==> config.mk <==
export PLATFORM = sky130hd
export DESIGN_NAME = hs_ready_pipe
export DESIGN_NICKNAME = d
export VERILOG_FILES = /design/src/rtl/hs_pkg.sv /design/src/rtl/hs_ready_pipe_stats.sv /design/src/rtl/hs_ready_pipe.sv
export SDC_FILE = /design/constraint.sdc
export NUM_CORES = 1
export LEC_CHECK = 0
export ABC_CLOCK_PERIOD_IN_PS = 1600
export CORE_AREA = 2 2 39 41
export CTS_CLUSTER_SIZE = 24
export DETAILED_ROUTE_END_ITERATION = 16
export DIE_AREA = 0 0 41 43
export PLACE_DENSITY = 0.73
export SETUP_SLACK_MARGIN = 0.3
export SYNTH_ARGS = -nofsm -noshare
export SYNTH_HDL_FRONTEND = slang
export SYNTH_SLANG_ARGS = --single-unit
==> constraint.sdc <==
create_clock -name clk -period 1.6 [get_ports clk]
set_clock_uncertainty 0.2 [all_clocks]
set_input_delay 0.24 -clock clk [delete_from_list [all_inputs] [get_ports clk]]
set_output_delay 0.24 -clock clk [all_outputs]
set_load 0.05 [all_outputs]
==> src/rtl/hs_pkg.sv <==
// Shared handshake definitions: default widths, payload type and the transfer-fire helper.
package hs_pkg;

  localparam int HS_DATA_W = 8;
  localparam int HS_CNT_W  = 16;

  typedef logic [HS_DATA_W-1:0] hs_data_t;

  function automatic logic hs_fire(input logic valid, input logic ready);
    return valid & ready;
  endfunction

endpackage

==> src/rtl/hs_ready_pipe_stats.sv <==
// Transfer and stall counters for hs_ready_pipe; instantiated only when HS_READY_PIPE_STATS_EN is defined.
module hs_ready_pipe_stats #(
  parameter int CNT_W = 16
) (
  input  logic             clk,
  input  logic             rst,
  input  logic             i_in_fire,
  input  logic             i_out_fire,
  input  logic             i_stall,
  output logic [CNT_W-1:0] o_in_xfer_cnt,
  output logic [CNT_W-1:0] o_out_xfer_cnt,
  output logic [CNT_W-1:0] o_stall_cnt
);

  logic [CNT_W-1:0] r_in_cnt;
  logic [CNT_W-1:0] r_out_cnt;
  logic [CNT_W-1:0] r_stall_cnt;

  // Counters wrap naturally modulo 2^CNT_W.
  always_ff @(posedge clk or posedge rst) begin
    if (rst) begin
      r_in_cnt    <= '0;
      r_out_cnt   <= '0;
      r_stall_cnt <= '0;
    end else begin
      if (i_in_fire)  r_in_cnt    <= r_in_cnt + 1'b1;
      if (i_out_fire) r_out_cnt   <= r_out_cnt + 1'b1;
      if (i_stall)    r_stall_cnt <= r_stall_cnt + 1'b1;
    end
  end

  assign o_in_xfer_cnt  = r_in_cnt;
  assign o_out_xfer_cnt = r_out_cnt;
  assign o_stall_cnt    = r_stall_cnt;

endmodule

==> src/rtl/hs_ready_pipe.sv <==
// Single-entry valid/ready skid bridge: registered upstream ready, zero-latency bypass when empty.
// Optional statistics counters are enabled with the HS_READY_PIPE_STATS_EN macro.
module hs_ready_pipe
  import hs_pkg::*;
#(
  parameter int DATA_W = HS_DATA_W
`ifdef HS_READY_PIPE_STATS_EN
  ,
  parameter int CNT_W  = HS_CNT_W
`endif
) (
  input  logic              clk,
  input  logic              rst,
  input  logic              valid_pre_i,
  input  logic [DATA_W-1:0] data_pre_i,
  output logic              ready_pre_o,
  output logic              valid_post_o,
  output logic [DATA_W-1:0] data_post_o,
  input  logic              ready_post_i
`ifdef HS_READY_PIPE_STATS_EN
  ,
  output logic [CNT_W-1:0]  in_xfer_cnt,
  output logic [CNT_W-1:0]  out_xfer_cnt,
  output logic [CNT_W-1:0]  stall_cnt
`endif
);

  logic              r_buf_valid;
  logic [DATA_W-1:0] r_buf_data;

  // Ready depends only on the buffer flag, so no input reaches it combinationally.
  assign ready_pre_o  = ~r_buf_valid;
  assign valid_post_o = r_buf_valid | valid_pre_i;
  assign data_post_o  = r_buf_valid ? r_buf_data : data_pre_i;

  always_ff @(posedge clk or posedge rst) begin
    if (rst) begin
      r_buf_valid <= 1'b0;
      r_buf_data  <= '0;
    end else if (!r_buf_valid) begin
      // Capture only when the word cannot pass straight through.
      if (valid_pre_i && !ready_post_i) begin
        r_buf_valid <= 1'b1;
        r_buf_data  <= data_pre_i;
      end
    end else if (ready_post_i) begin
      r_buf_valid <= 1'b0;
    end
  end

`ifdef HS_READY_PIPE_STATS_EN
  logic w_in_fire;
  logic w_out_fire;
  logic w_stall;

  assign w_in_fire  = hs_fire(valid_pre_i, ready_pre_o);
  assign w_out_fire = hs_fire(valid_post_o, ready_post_i);
  assign w_stall    = valid_post_o & ~ready_post_i;

  hs_ready_pipe_stats #(
    .CNT_W(CNT_W)
  ) u_stats (
    .clk            (clk),
    .rst            (rst),
    .i_in_fire      (w_in_fire),
    .i_out_fire     (w_out_fire),
    .i_stall        (w_stall),
    .o_in_xfer_cnt  (in_xfer_cnt),
    .o_out_xfer_cnt (out_xfer_cnt),
    .o_stall_cnt    (stall_cnt)
  );
`endif

endmodule

==> impl_metrics.py, run 1 <==
metrics = {
    "outcome": {
        "status": "finished with violations",
        "violations": "negative setup slack",
    },
    "route": {
        "drt_iter0_drc": 0,
        "drt_first_pass_iters": 1,
        "drt_wl_total_um": 866,
        "drc": 0,
        "wire_per_inst_um": 11.10,
        "vias_per_cell": 4.500,
        "vias": 351,
        "ant_nets": 0,
    },
    "global_routing": {
        "grt_overflow": 0,
        "grt_pass1_wl_um": 1621,
        "antenna_found_initial": 0,
        "grt_pass1_vias": 388,
        "grt_max_degree": 10,
        "grt_usage": 0.1418,
    },
    "synth": {
        "synth_edf_count": 0,
        "ys_seq_area_frac": 0.5014,
        "yosys_warnings": 0,
        "syn-num-nets": 43,
        "yosys.area.top_type": "dfrtp_1",
        "synth.top_cell.area_share": 0.5014,
        "synth_cells": 31,
        "synth_flop_cell": "dfrtp_1",
        "yosys-top-cells-count": "16 x mux2_2, 9 x dfrtp_1, 2 x inv_1",
        "synth.area.top_cells": "dfrtp_1 50%, mux2_2 40%, nor3b_4 4.2%, inv_1 1.7%, nor2b_1 1.4%",
        "post-synth-top-count-cell": "mux2_2",
        "yosysUniqueCellTypes": 7,
        "async_flop_share": 1.000,
        "synth_area_um2": 449.2,
        "synth.ff_latch_count": 9,
        "syn_avg_cell_area_um2": 14.49,
    },
    "floorplan": {
        "coreArea_mm2": 0.001384,
        "dieArea_mm2": 0.001763,
        "die_y_um": 43,
        "start_util": 0.3246,
        "dieWidth_um": 41,
        "rows": 14,
        "ioPinCount": 22,
    },
    "timing": {
        "finalHoldViolations": 0,
        "relSlewSlack": 0.7807,
        "fmax_mhz": 578.9,
        "period_minus_slack_ps": 1727,
        "tns_ps": -1084,
        "layout_setup_ws_ps": -127.4,
        "timing.final.crit_share": 1.080,
        "maxSlewViolCount": 0,
        "worst_pin_slew_ps": 328.6,
        "finalSetupViolations": 10,
        "rsz0062_at_grt": "yes",
    },
    "cells_and_area": {
        "finalNetCount": 75,
        "n_fill_cell": 110,
        "num_antenna_cells": 0,
        "drive_gt1_frac": 0.6452,
        "area_growth_pct": 100.6,
    },
    "setup_path": {
        "crit_type": "reg -> out",
        "rr_worst_depth": 4,
        "r2r_end": "r_buf_data[7]",
        "critPathLaunch": "r_buf_valid",
        "critPathMaxFanout": 6,
        "cp-start-kind": "flip-flop",
        "regToRegSetupSlack_ps": 10,
        "r2r_start": "r_buf_valid",
        "cp.required_ps": 1160,
        "cp.arrival_ps": 1290,
        "endpoint_kind": "primary output",
    },
    "cts": {
        "postCtsHoldBufs": 0,
        "clkLatencyLatePin_ps": 250,
        "cts_buffer_depth": 2,
        "clkSlewWorstSetupHoldPaths_ps": 60,
        "cts.sinks": 9,
        "htree_levels": 1,
        "cts_tree": "built",
        "cts_root_buf": "clkbuf_4",
        "cts_made_buffers": 3,
    },
    "power_and_ir_drop": {
        "vdd_drop_max_mv": 0.6327,
        "p_leak_nw": 0.4075,
        "power_density_mw_per_mm2": 958.4,
        "power_mw": 0.8634,
    },
    "placement": {
        "place.gp.congestion": 0.5747,
        "io_buffer_count": 21,
    },
    "min_path": {
        "hold_path.class": "in -> async",
    },
    "flow_run": {
        "drv_cap": 0,
    },
}
## cells by family after synthesis
| family | after synthesis | share of synthesized area |
|---|---|---|
| simple gates | 3 | 0.06966 |
| mux | 16 | 0.4011 |
| buf+inv | 3 | 0.02785 |
| flops | 9 | 0.5014 |
## cell usage in the layout (no fill, tap or decap), types with 2 or more instances in the layout
master / n
dfrtp_1: 8
clkbuf_4: 3
clkdlybuf4s50_1: 11
buf_12: 9
mux2_2: 8
buf_4: 2
mux2_4: 8
buf_6: 5
## registers in the layout (all words and copies together) (netlist names)
register     count
r_buf_data       8
r_buf_valid      1
## layout make-up
class / instances / area [um2] / share of cell area
Tap cell: 16 / 20.02 / 0.02222
Multi-Input combinational cell: 19 / 244.0 / 0.2708
Sequential cell: 9 / 226.5 / 0.2514
Timing Repair Buffer: 28 / 376.6 / 0.4181
Clock buffer: 4 / 26.28 / 0.02917
Inverter: 2 / 7.507 / 0.008333
## stage by stage
stage | area, um2 | util | setup slack [ps] | cells | hold WS [ps]
final | 900.9 | 0.6510 | -127.4 | 78 | 34.82
after global routing | 900.9 | 0.6510 | -182.1 | 78 | 78.58
after CTS | 900.9 | 0.6510 | -143.2 | 78 | 34.36
after detailed placement | 824.5 | 0.5958 | -181.0 | 71 | 298.6
after global placement | 824.5 | 0.5958 | -125.2 | 71 | 290.5
after floorplan | 484.2 | - | 194.8 | 31 | -132.1
## how the worst max path moves through the flow
stage / slack [ps] / depth (start not counted) / endpoint
final: -130 / 3 / data_post_o[2]
after global routing: -180 / 3 / data_post_o[2]
after CTS: -140 / 3 / data_post_o[2]
after detailed placement: -180 / 4 / r_buf_data[6]
after global placement: -130 / 4 / r_buf_data[6]
after floorplan: 190 / 2 / r_buf_data[0]
## critical path, cell delays in order, from the launching register on
cell and delay (ps):
dfrtp_2 430, buf_6 140, mux2_4 310, buf_12 150
## report_power, final
part,total (mW),leakage [nW],internal [mW],switching (mW)
clock network,0.167,0.0150,0.0956,0.0714
registers,0.288,0.105,0.269,0.0197
logic,0.408,0.287,0.229,0.179
## metal layers
layer | routed length, um | track usage
met2 | 526 | 0.2313
met5 | 0 | 0
met3 | 49 | 0.07330
met1 | 291 | 0.1424
met4 | 0 | 0.06000
## timing repair
action,4_1_cts,5_1_grt
resized for setup,9,0
endpoints found under the setup margin,18,18
setup buffers,3,0
Note: power is estimated with default switching activity, not from simulation.
==> run 2, diff against run 1 <==
--- a/config.mk
+++ b/config.mk
@@ -6,6 +6,7 @@
 export NUM_CORES = 1
 export LEC_CHECK = 0
 export ABC_CLOCK_PERIOD_IN_PS = 1600
+export CAP_MARGIN = 20
 export CORE_AREA = 2 2 39 41
 export CTS_CLUSTER_SIZE = 24
 export DETAILED_ROUTE_END_ITERATION = 16
==> results of run 2 <==
Final layout, timing and power as in run 1 (identical DEF).
